--- src/rtl/cache_mem_arbiter.sv ---
// Two-master arbiter between the I-cache and D-cache memory ports and one shared pipelined memory.
// Locks the grant for a fill and tags each read so returning words reach the cache that issued them.
module cache_mem_arbiter #(
    parameter int MEM_LATENCY = 4
) (
    input  logic        clk,
    input  logic        rst,
    input  logic        i_MemRead,
    input  logic        i_MemWrite,
    input  logic [15:0] i_addr,
    input  logic [15:0] i_wdata,
    input  logic        d_MemRead,
    input  logic        d_MemWrite,
    input  logic [15:0] d_addr,
    input  logic [15:0] d_wdata,
    output logic        mem_MemRead,
    output logic        mem_MemWrite,
    output logic [15:0] mem_addr,
    output logic [15:0] mem_wdata,
    input  logic        mem_data_valid,
    input  logic [15:0] mem_rdata,
    output logic        i_data_valid,
    output logic        d_data_valid,
    output logic [15:0] rdata,
    output logic        i_wait,
    output logic        d_wait
);

    // state    | meaning
    // OWN_NONE | no master held the grant last cycle
    // OWN_I    | I-cache held the grant last cycle; keeps it while requesting
    // OWN_D    | D-cache held the grant last cycle; keeps it while requesting
    typedef enum logic [1:0] {
        OWN_NONE = 2'd0,
        OWN_I    = 2'd1,
        OWN_D    = 2'd2
    } own_t;

    own_t state_q, state_d;
    logic last_is_d_q;
    logic i_req, d_req;
    logic grant_i, grant_d;
    logic [MEM_LATENCY-1:0] tag_valid_q;
    logic [MEM_LATENCY-1:0] tag_owner_d_q;

    assign i_req = i_MemRead | i_MemWrite;
    assign d_req = d_MemRead | d_MemWrite;

    always_ff @(posedge clk or negedge rst) begin
        if (!rst) begin
            state_q     <= OWN_NONE;
            last_is_d_q <= 1'b1;
        end else begin
            state_q <= state_d;
            if (grant_i) begin
                last_is_d_q <= 1'b0;
            end else if (grant_d) begin
                last_is_d_q <= 1'b1;
            end
        end
    end

    always_comb begin
        grant_i = 1'b0;
        grant_d = 1'b0;
        state_d = OWN_NONE;
        if (state_q == OWN_I && i_req) begin
            grant_i = 1'b1;
        end else if (state_q == OWN_D && d_req) begin
            grant_d = 1'b1;
        end else if (i_req && !d_req) begin
            grant_i = 1'b1;
        end else if (d_req && !i_req) begin
            grant_d = 1'b1;
        end else if (i_req && d_req) begin
            // contention without a lock: alternate away from the last owner
            grant_i = last_is_d_q;
            grant_d = ~last_is_d_q;
        end
        if (grant_i) begin
            state_d = OWN_I;
        end else if (grant_d) begin
            state_d = OWN_D;
        end
    end

    always_comb begin
        mem_MemRead  = 1'b0;
        mem_MemWrite = 1'b0;
        mem_addr     = 16'h0000;
        mem_wdata    = 16'h0000;
        if (grant_i) begin
            mem_MemRead  = i_MemRead;
            mem_MemWrite = i_MemWrite;
            mem_addr     = i_addr;
            mem_wdata    = i_wdata;
        end else if (grant_d) begin
            mem_MemRead  = d_MemRead;
            mem_MemWrite = d_MemWrite;
            mem_addr     = d_addr;
            mem_wdata    = d_wdata;
        end
    end

    assign i_wait = i_req & ~grant_i;
    assign d_wait = d_req & ~grant_d;

    // one tag per memory pipeline slot; writes and idle cycles enter as invalid
    always_ff @(posedge clk or negedge rst) begin
        if (!rst) begin
            tag_valid_q   <= '0;
            tag_owner_d_q <= '0;
        end else begin
            tag_valid_q[0]   <= mem_MemRead;
            tag_owner_d_q[0] <= grant_d;
            for (int k = 1; k < MEM_LATENCY; k++) begin
                tag_valid_q[k]   <= tag_valid_q[k-1];
                tag_owner_d_q[k] <= tag_owner_d_q[k-1];
            end
        end
    end

    assign i_data_valid = mem_data_valid & tag_valid_q[MEM_LATENCY-1] & ~tag_owner_d_q[MEM_LATENCY-1];
    assign d_data_valid = mem_data_valid & tag_valid_q[MEM_LATENCY-1] &  tag_owner_d_q[MEM_LATENCY-1];
    assign rdata        = mem_rdata;

endmodule

--- config.mk ---
export PLATFORM = sky130hd
export DESIGN_NAME = cache_mem_arbiter
export DESIGN_NICKNAME = d
export VERILOG_FILES = /design/src/rtl/cache_mem_arbiter.sv
export SDC_FILE = /design/constraint.sdc
export NUM_CORES = 1
export LEC_CHECK = 0
export BUFFER_PORTS_ARGS = -buffer_cell sky130_fd_sc_hd__buf_4
export CELL_PAD_IN_SITES_DETAIL_PLACEMENT = 0
export CELL_PAD_IN_SITES_GLOBAL_PLACEMENT = 1
export CORE_MARGIN = 2
export CORE_UTILIZATION = 20
export CTS_BUF_LIST = sky130_fd_sc_hd__clkbuf_8
export DETAILED_ROUTE_END_ITERATION = 16
export GPL_TIMING_DRIVEN = 1
export PLACE_DENSITY = 0.87
export SLEW_MARGIN = 0
export SYNTH_ARGS = -nofsm -noshare
export SYNTH_HDL_FRONTEND = slang
export SYNTH_SLANG_ARGS = --single-unit
--- constraint.sdc ---
create_clock -name clk -period 1.4 [get_ports clk]
set_input_delay 0.14 -clock clk [delete_from_list [all_inputs] [get_ports clk]]
set_output_delay 0.14 -clock clk [all_outputs]
set_load 0.005 [all_outputs]
==> results of run 1 <==
-- cell usage in the layout, fill, tap and decap left out, drive strengths merged, types with 4 or more instances in the layout --
cell / n
buf: 128
clkbuf: 4
inv: 5
nand2: 65
nor2: 8
dfrtp: 10
o22ai: 32
-- per-layer routing --
layer  vias up  track usage [%]  share of wire (%)
met5         -                0                  0
met3        10             2.56                7.2
met4         0             2.93                1.7
li1        763                -                  -
met1       756             15.4                 38
met2        68             24.1                 53
-- cell usage after synthesis --
library cell  instances  area, sq um
a2111oi_0             2         17.5
a211oi_2              1         12.5
a21o_1                1         7.51
a311oi_1              2         17.5
and3_1                2         12.5
buf_2                 1         5.00
buf_4                19          143
buf_6                 5         56.3
clkbuf_1              6         22.5
dfrtp_1              10          250
dfstp_2               1         26.3
inv_1                 4         15.0
nand2_1              65          244
nand2b_1              1         6.26
nor2_1                8         30.0
nor2b_1               1         6.26
nor3_1                1         5.00
o211a_1               1         10.0
o21ai_1               2         10.0
o22ai_1               4         25.0
o22ai_2              28          350
or2_1                 2         12.5
-- sequential cells by signal, indices dropped and copies added (netlist names) --
signal	count
last_is_d_q	1
state_q	2
tag_owner_d_q	4
tag_valid_q	4
-- critical path: stages (launching register included) --
cell       delay, ns
dfstp_2         0.39
buf_12          0.14
a211oi_4        0.27
buf_6           0.17
clkbuf_16       0.16
o22ai_2         0.06
buf_4           0.14
-- where the power goes --
part	total (mW)	internal (mW)	switching, mW
clock	0.302	0.192	0.110
sequential	0.540	0.464	0.0765
combinational	3.40	1.96	1.44
-- kinds of logic (layout without fill, tap and decap cells) --
| kind of cell | Yosys count | count (layout) | share of synthesized area, % |
|---|---|---|---|
| DFF | 11 | 11 | 21.5 |
| AOI/OAI and AO/OA | 41 | 41 | 35.1 |
| buffers and inverters | 35 | 138 | 18.8 |
| and+or+nand+nor | 80 | 80 | 24.6 |
-- area by class of cell --
| cell class | count | share of cell area (%) |
|---|---|---|
| repair buffers | 130 | 46.0 |
| multi-input cells | 121 | 36.3 |
| flip-flops and latches | 11 | 11.3 |
| well taps | 77 | 3.94 |
| clock buffers | 3 | 1.69 |
| inverters | 4 | 0.614 |
| clock inverters | 1 | 0.153 |
-- timing repair --
| item | in CTS | in global routing |
|---|---|---|
| hold endpoints to repair | 11 | 0 |
| resized for setup | 20 | 10 |
| cloned | 2 | 1 |
| pin swaps | 6 | 3 |
| setup buffers | 8 | 0 |
| hold buffers | 1 | 0 |
| setup endpoints to repair | 39 | 37 |
-- metrics by stage --
stage	setup slack, ns	cell area, sq um
after floorplan	0.0224	1280
after global placement	-0.203	2120
after detailed placement	-0.199	2120
after CTS	-0.290	2390
after global routing	-0.371	2450
final	-0.301	2450
-- final timing paths --
kind	from	to	slack, ns
max in group asynchronous	rst	last_is_d_q	0.90
min reg2reg	tag_owner_d_q[2]	tag_owner_d_q[3]	0.35
max	last_is_d_q	mem_wdata[3]	-0.30
max reg2reg	state_q[0]	tag_valid_q[0]	-0.19
min	i_MemRead	last_is_d_q	0.22
min in group asynchronous	rst	tag_owner_d_q[1]	0.28
==> metrics.md, run 1 <==
| Metric | Value |
|---|---|
| Pin count of the biggest net entering global routing | `34` |
| Vias in the first global route | `roughly 1700` |
| Overall power | `roughly 4.2 mW` |
| Drc violations | `0` |
| Clock Skew | `roughly 0.0015 ns` |
| Worst skew pair latency | `between 0.2 and 0.25 ns` |
| Htree depth | `1` |
| GRT overflow | `0` |
| I/O pin count | `141` |
| Post-route worst setup slack | `-0.301 ns` |
| Die Height | `roughly 84 microns` |
| Inst Count DP | `~330` |
| Syn_nets | `between 200 and 300` |
| Fin util | `around two fifths` |
| Worst rel slew slack | `between 70% and 80%` |
| Outcome | `finished, violations left` |
| Syn_area_per_cell | `around 7.7 sq um` |
| Multi-input gate area | `approximately 890 sq um` |
| Startpoint types | `flip-flop` |
| Worst setup EP type | `primary output` |
| Worst hold slack | `~0.22 ns` |
| Root buffer cell | `clkbuf_8` |
| Cells after synthesis | `between 150 and 200` |
| Flop and latch count out of synthesis | `11` |
| CP Max Fanout | `7` |
| CP Data Arrival Time | `1.56 ns` |
| Die area | `between 7000 and 8000 sq um` |
| Placer Congestion | `0.692` |
| Pre-antenna DRT Iters | `4` |
| DRT iter0 DRCs | `between 50 and 60` |
| N_diodes | `0` |
| Detail Route Antenna Nets | `0` |
| Pwr dens | `1730 nW/um^2` |
| Unrepaired setup endpoints after global routing | `true` |
| Post-Route WL | `approximately 4700 microns` |
| Via count | `1597` |
| Clock slew at reported path FFs | `0.05 ns` |
| Initial antenna violation count | `0` |
| Setup Crit Path Kind | `reg2out` |
| CTS buffer count | `3` |
| Vias/cell | `between 4 and 5` |
| PortBufs | `between 100 and 150` |
| Wire per inst | `around 14 microns` |
| Reg2Reg Depth | `7` |
| Starting Density | `between 20% and 30%` |
| Global-route usage over all layers | `13.0%` |
| Layout cells sized above 1 | `63.3%` |
| Post-synthesis sequential area ratio | `about 22%` |
| Tcrit/Tclk final | `122%` |
| Clock sinks | `11` |
| Final setup fails | `37` |
| Nets | `roughly 360` |
| Pleak | `approximately 1.2 nW` |
| Achievable frequency | `588 MHz` |
| Fillers | `640` |
| Largest buffer count on any clock path | `2` |
| Layout area overhead | `90.4%` |
| Tmin final | `roughly 1.7 ns` |
| Core Area | `~6300 sq um` |
| Yosys warns | `0` |
| Number of cell rows | `29` |
| Worst hold path depth | `4` |
| CTS tree | `done` |
| Mapped Area | `1280 sq um` |
| Final hold viol count | `0` |
| Failing checks | `setup timing` |
| TNS Setup | `-9.94 ns` |
| Die W | `between 80 and 90 microns` |
| Least-Margin Pin Slew | `0.352 ns` |
| DP Wirelength | `3220 microns` |
| Max-slew violation count | `0` |
| First-pass GRT wire length | `7690 microns` |
| Class of the worst hold path | `in2reg` |
| Peak supply drop | `0.800 mV` |
| CP Data Required Time | `1.26 ns` |
| Register area | `~280 sq um` |
| Max-cap violation count | `0` |
| Netlist cell types | `22` |
| Finished Layout Cells | `~350` |
No activity file was read; power rests on OpenSTA's default activity.
==> inputs of run 2 (changes only) <==
--- a/config.mk
+++ b/config.mk
@@ -14,6 +14,7 @@
 export DETAILED_ROUTE_END_ITERATION = 16
 export GPL_TIMING_DRIVEN = 1
 export PLACE_DENSITY = 0.87
+export SETUP_SLACK_MARGIN = 0.05
 export SLEW_MARGIN = 0
 export SYNTH_ARGS = -nofsm -noshare
 export SYNTH_HDL_FRONTEND = slang
==> metrics.md, run 2 (synthesis results as in run 1) <==
| Metric | Value |
|---|---|
| Starting Density | `20.5% (unchanged)` |
| Clock sinks | `11 (unchanged)` |
| PortBufs | `108 (unchanged)` |
| First-pass GRT wire length | `7390 microns (-4.0%)` |
| Tcrit/Tclk final | `122% (+0.33 points)` |
| Worst hold slack | `0.237 ns (+0.0177 ns)` |
| Startpoint types | `flip-flop` |
| Clock Skew | `0.00238 ns (+0.000875 ns)` |
| Inst Count DP | `334 (+0.60%)` |
| GRT overflow | `0 (unchanged)` |
| Most frequent cells in the layout | `buf_4 (114), nand2_1 (65), o22ai_2 (26), dfrtp_1 (10)` |
| DP Wirelength | `3280 microns (+1.8%)` |
| CP Data Arrival Time | `1.57 ns (about the same)` |
| TNS Setup | `-10.13 ns (-0.190 ns)` |
| Unrepaired setup endpoints after global routing | `true` |
| Max-slew violation count | `0 (unchanged)` |
| Detail Route Antenna Nets | `0 (unchanged)` |
| Initial antenna violation count | `0 (unchanged)` |
| Reg2Reg Depth | `6 (-1)` |
| Global-route usage over all layers | `12.3% (-0.67 points)` |
| Layout cells sized above 1 | `62.6% (-0.74 points)` |
| Pin count of the biggest net entering global routing | `34 (unchanged)` |
| CP Data Required Time | `1.26 ns (about the same)` |
| Clock slew at reported path FFs | `0.05 ns (about the same)` |
| Pre-antenna DRT Iters | `4 (unchanged)` |
| Die area | `7080 sq um (unchanged)` |
| Die W | `84.2 microns (unchanged)` |
| N_diodes | `0 (unchanged)` |
| Largest regs | `tag_owner_d_q (4), tag_valid_q (4), state_q (2)` |
| Die Height | `84.2 microns (unchanged)` |
| I/O pin count | `141 (unchanged)` |
| Vias in the first global route | `1660 (-1.2%)` |
| Placed cell areas | `2120 sq um (+0.12%)` |
| CTS buffer count | `3 (unchanged)` |
| Tmin final | `1.71 ns (+0.00461 ns)` |
| Drc violations | `0 (unchanged)` |
| CTS tree | `done` |
| Overall power | `4.15 mW (-2.2%)` |
| Pwr dens | `1730 nW/um^2 (about the same)` |
| Via count | `1580 (-1.1%)` |
| Vias/cell | `4.55 (-1.1%)` |
| Peak supply drop | `0.733 mV (-8.4%)` |
| Final setup fails | `36 (-2.7%)` |
| Htree depth | `1 (unchanged)` |
| Post-route worst setup slack | `-0.306 ns (-0.00461 ns)` |
| Max-cap violation count | `0 (unchanged)` |
| Finished Layout Cells | `347 (unchanged)` |
| Outcome | `finished, violations left` |
| Number of cell rows | `29 (unchanged)` |
| Setup Crit Path Kind | `reg2out` |
| Final instance area | `2390 sq um (-2.3%)` |
| DRT iter0 DRCs | `74 (+37%)` |
| CP Max Fanout | `7 (unchanged)` |
| Failing checks | `setup timing` |
| Achievable frequency | `586 MHz (-0.27%)` |
| Least-Margin Pin Slew | `0.434 ns (+0.0824 ns)` |
| Worst setup EP type | `primary output` |
| Nets | `358 (unchanged)` |
| Core Area | `6280 sq um (unchanged)` |
| Class of the worst hold path | `in2reg` |
| Layout area overhead | `86.1%` |
| Worst skew pair latency | `0.23 ns (about the same)` |
| Worst R2R Setup Slack | `0.04 ns (+0.23 ns)` |
| Placer Congestion | `0.706 (+2.1%)` |
| Final hold viol count | `0 (unchanged)` |
| Largest buffer count on any clock path | `2 (unchanged)` |
| Wire per inst | `13.4 microns (-1.1%)` |
| Post-Route WL | `4640 microns (-1.1%)` |
| Most common cell after layout, fill and taps aside | `buf_4` |
| Worst hold path depth | `4 (unchanged)` |
| Pleak | `1.24 nW (-0.68%)` |
| Root buffer cell | `clkbuf_8` |
| Worst rel slew slack | `71.0% (-5.6 points)` |
-- run 2: critical path, cell delays in order (launching register included) --
cell	delay, ns
dfrtp_1	0.38
nand2b_4	0.18
a211oi_4	0.21
buf_6	0.19
clkbuf_16	0.17
o22ai_1	0.06
buf_4	0.13
-- run 2: layout make-up --
| cell class | instances | area, sq um |
|---|---|---|
| Sequential cell | 11 | 277 |
| Inverter | 4 | 15.0 |
| Fill cell | 637 | 3890 |
| Tap cell | 77 | 96.3 |
| Multi-Input combinational cell | 121 | 845 |
| Clock buffer | 3 | 41.3 |
| Timing Repair Buffer | 130 | 1110 |
| Clock inverter | 1 | 3.75 |
-- run 2: final timing paths --
path / from / endpoint
worst max-delay path: state_q[0] / mem_addr[13]
worst min-delay path: i_MemRead / last_is_d_q
worst max register to register: state_q[0] / state_q[0]
worst min register to register: tag_owner_d_q[2] / tag_owner_d_q[3]
max in group asynchronous: rst / last_is_d_q
min in group asynchronous: rst / tag_owner_d_q[1]
-- run 2: metal layers --
metal	vias to the layer above	wire [microns]	track usage [%]
li1	761	-	-
met1	744	1780	14.2
met2	65	2500	23.7
met3	10	327	2.16
met4	0	36	2.49
met5	-	0	0
-- run 2: what timing repair did --
action	4_1_cts	5_1_grt
cloned	1	2
hold buffers	1	0
setup buffers	2	3
endpoints found under the setup margin	40	37
gates resized for setup	12	11
pin swaps	1	2
hold endpoints to repair	11	0
-- run 2: per-stage QoR --
stage	util, %	setup WS (ns)
2_1_floorplan	-	0.0577
3_3_place_gp	33.8	-0.149
3_5_place_dp	33.8	-0.206
4_1_cts	36.1	-0.314
5_1_grt	38.1	-0.403
6_report	38.1	-0.306
-- run 2: power breakdown --
group	leakage (nW)	total [mW]	switching [mW]	internal [mW]
registers	0.126	0.556	0.0920	0.464
logic	1.09	3.30	1.35	1.95
clock network	0.0269	0.295	0.104	0.191
total	1.24	4.15	1.54	2.60
==> inputs of run 3 (changes only) <==
--- a/config.mk
+++ b/config.mk
@@ -8,7 +8,6 @@
 export BUFFER_PORTS_ARGS = -buffer_cell sky130_fd_sc_hd__buf_4
 export CELL_PAD_IN_SITES_DETAIL_PLACEMENT = 0
 export CELL_PAD_IN_SITES_GLOBAL_PLACEMENT = 1
-export CORE_MARGIN = 2
 export CORE_UTILIZATION = 20
 export CTS_BUF_LIST = sky130_fd_sc_hd__clkbuf_8
 export DETAILED_ROUTE_END_ITERATION = 16
==> metrics.md, run 3 (synthesis results as in run 1) <==
| Metric | Value |
|---|---|
| Critical hold path startpoint | `i_MemWrite` |
| Tmin final | `1.72 ns (+0.00959 ns)` |
| Die W | `82.2 microns (-2.4%)` |
| Finished Layout Cells | `346 (-0.29%)` |
| Nets | `359 (+0.28%)` |
| Least-Margin Pin Slew | `0.346 ns (-0.0881 ns)` |
| Vias in the first global route | `1467 (-12%)` |
| CTS tree | `done` |
| Worst skew pair latency | `0.23 ns (about the same)` |
| Final hold viol count | `0 (unchanged)` |
| Largest regs | `tag_owner_d_q (4), tag_valid_q (4), state_q (2)` |
| CP Data Arrival Time | `1.58 ns (about the same)` |
| Global-route usage over all layers | `12.7% (+0.38 points)` |
| Pin count of the biggest net entering global routing | `34 (unchanged)` |
| Placed cell areas | `2100 sq um (-0.83%)` |
| Die Height | `82.2 microns (-2.4%)` |
| Fin util | `41.1% (+3.0 points)` |
| CP Max Fanout | `4 (-3)` |
| Initial antenna violation count | `0 (unchanged)` |
| Worst setup EP type | `primary output` |
| Multi-input gate area | `888 sq um (+5.2%)` |
| Die area | `6750 sq um (-4.7%)` |
| Number of cell rows | `28 (-3.4%)` |
| Post-route worst setup slack | `-0.316 ns (-0.00959 ns)` |
| Max-slew violation count | `0 (unchanged)` |
| Placer Congestion | `0.728 (+3.1%)` |
| Core Area | `6060 sq um (-3.4%)` |
| Wire per inst | `13.3 microns (-0.77%)` |
| Startpoint types | `flip-flop` |
| Post-Route WL | `4590 microns (-1.1%)` |
| Inst Count DP | `330 (-1.2%)` |
| Worst-path cell chain | `nand2b_4 > buf_4 > a21o_1 > buf_6 > and3_1 > buf_4` |
| Layout area overhead | `93.7%` |
| Pleak | `1.27 nW (+2.5%)` |
| Peak supply drop | `0.929 mV (+27%)` |
| Via count | `1558 (-1.4%)` |
| Final instance area | `2490 sq um (+4.1%)` |
| CP Data Required Time | `1.26 ns (about the same)` |
| Detail Route Antenna Nets | `0 (unchanged)` |
| Htree depth | `1 (unchanged)` |
| N_diodes | `0 (unchanged)` |
| Dpl ws | `-0.212 ns (-0.00600 ns)` |
| Unrepaired setup endpoints after global routing | `true` |
| Reg-to-reg critical path startpoint | `state_q[1]` |
| Worst R2R Setup Slack | `0.08 ns (+0.04 ns)` |
| Clock slew at reported path FFs | `0.05 ns (about the same)` |
| Clock sinks | `11 (unchanged)` |
| CP most frequent cell | `buf_4` |
| Failing checks | `setup timing` |
| Pre-antenna DRT Iters | `4 (unchanged)` |
| Drc violations | `0 (unchanged)` |
| Pwr dens | `1790 nW/um^2 (+3.0%)` |
| Critical path's slowest cell | `dfrtp_1` |
| Achievable frequency | `583 MHz (-0.56%)` |
| Most common cell after layout, fill and taps aside | `buf_4` |
| Vias/cell | `4.50 (-1.1%)` |
| Worst rel slew slack | `76.9% (+5.9 points)` |
| Worst setup path start | `state_q[0]` |
| Fillers | `604 (-5.2%)` |
| Final setup fails | `36 (unchanged)` |
| GRT overflow | `0 (unchanged)` |
| Layout cells sized above 1 | `64.2% (+1.6 points)` |
| Setup Crit Path Kind | `reg2out` |
| Tcrit/Tclk final | `123% (+0.68 points)` |
| Max-cap violation count | `0 (unchanged)` |
| Largest buffer count on any clock path | `2 (unchanged)` |
| Clock Skew | `0.000924 ns (-0.00146 ns)` |
| Starting Density | `21.2% (+0.73 points)` |
| Most frequent cells in the layout | `buf_4 (111), nand2_1 (65), o22ai_2 (27), dfrtp_1 (10), buf_6 (9)` |
| I/O pin count | `141 (unchanged)` |
| DP Wirelength | `3130 microns (-4.5%)` |
| Critical path's largest stage delay | `0.37 ns (about the same)` |
| PortBufs | `108 (unchanged)` |
| Root buffer cell | `clkbuf_8` |
| Overall power | `4.45 mW (+7.2%)` |
| DRT iter0 DRCs | `54 (-27%)` |
| Register area | `277 sq um (unchanged)` |
| Outcome | `finished, violations left` |
| Class of the worst hold path | `in2reg` |
| First-pass GRT wire length | `6730 microns (-8.9%)` |
| CTS buffer count | `3 (unchanged)` |
[run 3: cell count changes in the layout (fill, tap and decap cells not counted)]
cell,change
buf_4,-3
buf_12,+2
o22ai_1,-2
a2111oi_1,-1
a2111oi_4,+1
a311oi_1,-1
a311oi_2,+1
buf_16,+1
buf_6,+1
o22ai_2,+1
o22ai_4,+1
[run 3: final timing paths]
| path | end | cells past startpoint |
|---|---|---|
| worst max-delay path | d_wait | 6 |
| worst min-delay path | tag_valid_q[0] | 2 |
| worst max register to register | tag_owner_d_q[0] | 6 |
| worst min register to register | tag_valid_q[3] | 0 |
| max in group asynchronous | last_is_d_q | 2 |
| min in group asynchronous | tag_owner_d_q[0] | 2 |
[run 3: report_power, final]
| group | switching [mW] | internal [mW] | total (mW) |
|---|---|---|---|
| clock network | 0.103 | 0.191 | 0.294 |
| logic | 1.44 | 2.15 | 3.59 |
| registers | 0.102 | 0.465 | 0.567 |
| total | 1.64 | 2.81 | 4.45 |
[run 3: metrics by stage]
| stage | TNS [ns] | hold WS [ns] |
|---|---|---|
| 2_1_floorplan | 0 | -0.156 |
| 3_3_place_gp | -4.96 | -0.0246 |
| 3_5_place_dp | -6.71 | -0.0212 |
| 4_1_cts | -10.88 | 0.173 |
| 5_1_grt | -12.78 | 0.177 |
| 6_report | -10.40 | 0.179 |
[run 3: area by class of cell]
cell class / count / share of cell area, %
Timing Repair Buffer: 131 / 47.0
Clock buffer: 3 / 1.66
Tap cell: 75 / 3.77
Clock inverter: 1 / 0.151
Inverter: 4 / 0.603
Sequential cell: 11 / 11.1
Multi-Input combinational cell: 121 / 35.7
[run 3: layer usage]
metal | routed length (microns) | track usage (%) | vias to the layer above
met1 | 1870 | 15.7 | 710
met3 | 361 | 2.86 | 2
li1 | - | - | 766
met2 | 2340 | 22.6 | 80
met4 | 17 | 2.28 | 0
met5 | 0 | 0 | -
[run 3: worst max-delay path: cells and delay by family, from the launching register on]
kind / cells / cell delay (ns)
flip-flops: 1 / 0.37
AO/OA/AOI/OAI: 1 / 0.21
AND/OR/NAND/NOR: 2 / 0.32
buffers and inverters: 3 / 0.43
[run 3: timing repair]
item,4_1_cts,5_1_grt
gates resized for setup,22,16
hold endpoints to repair,11,0
pin swaps,4,2
cloned,3,2
endpoints found under the setup margin,39,39
buffers inserted,6,2
hold buffers,1,0
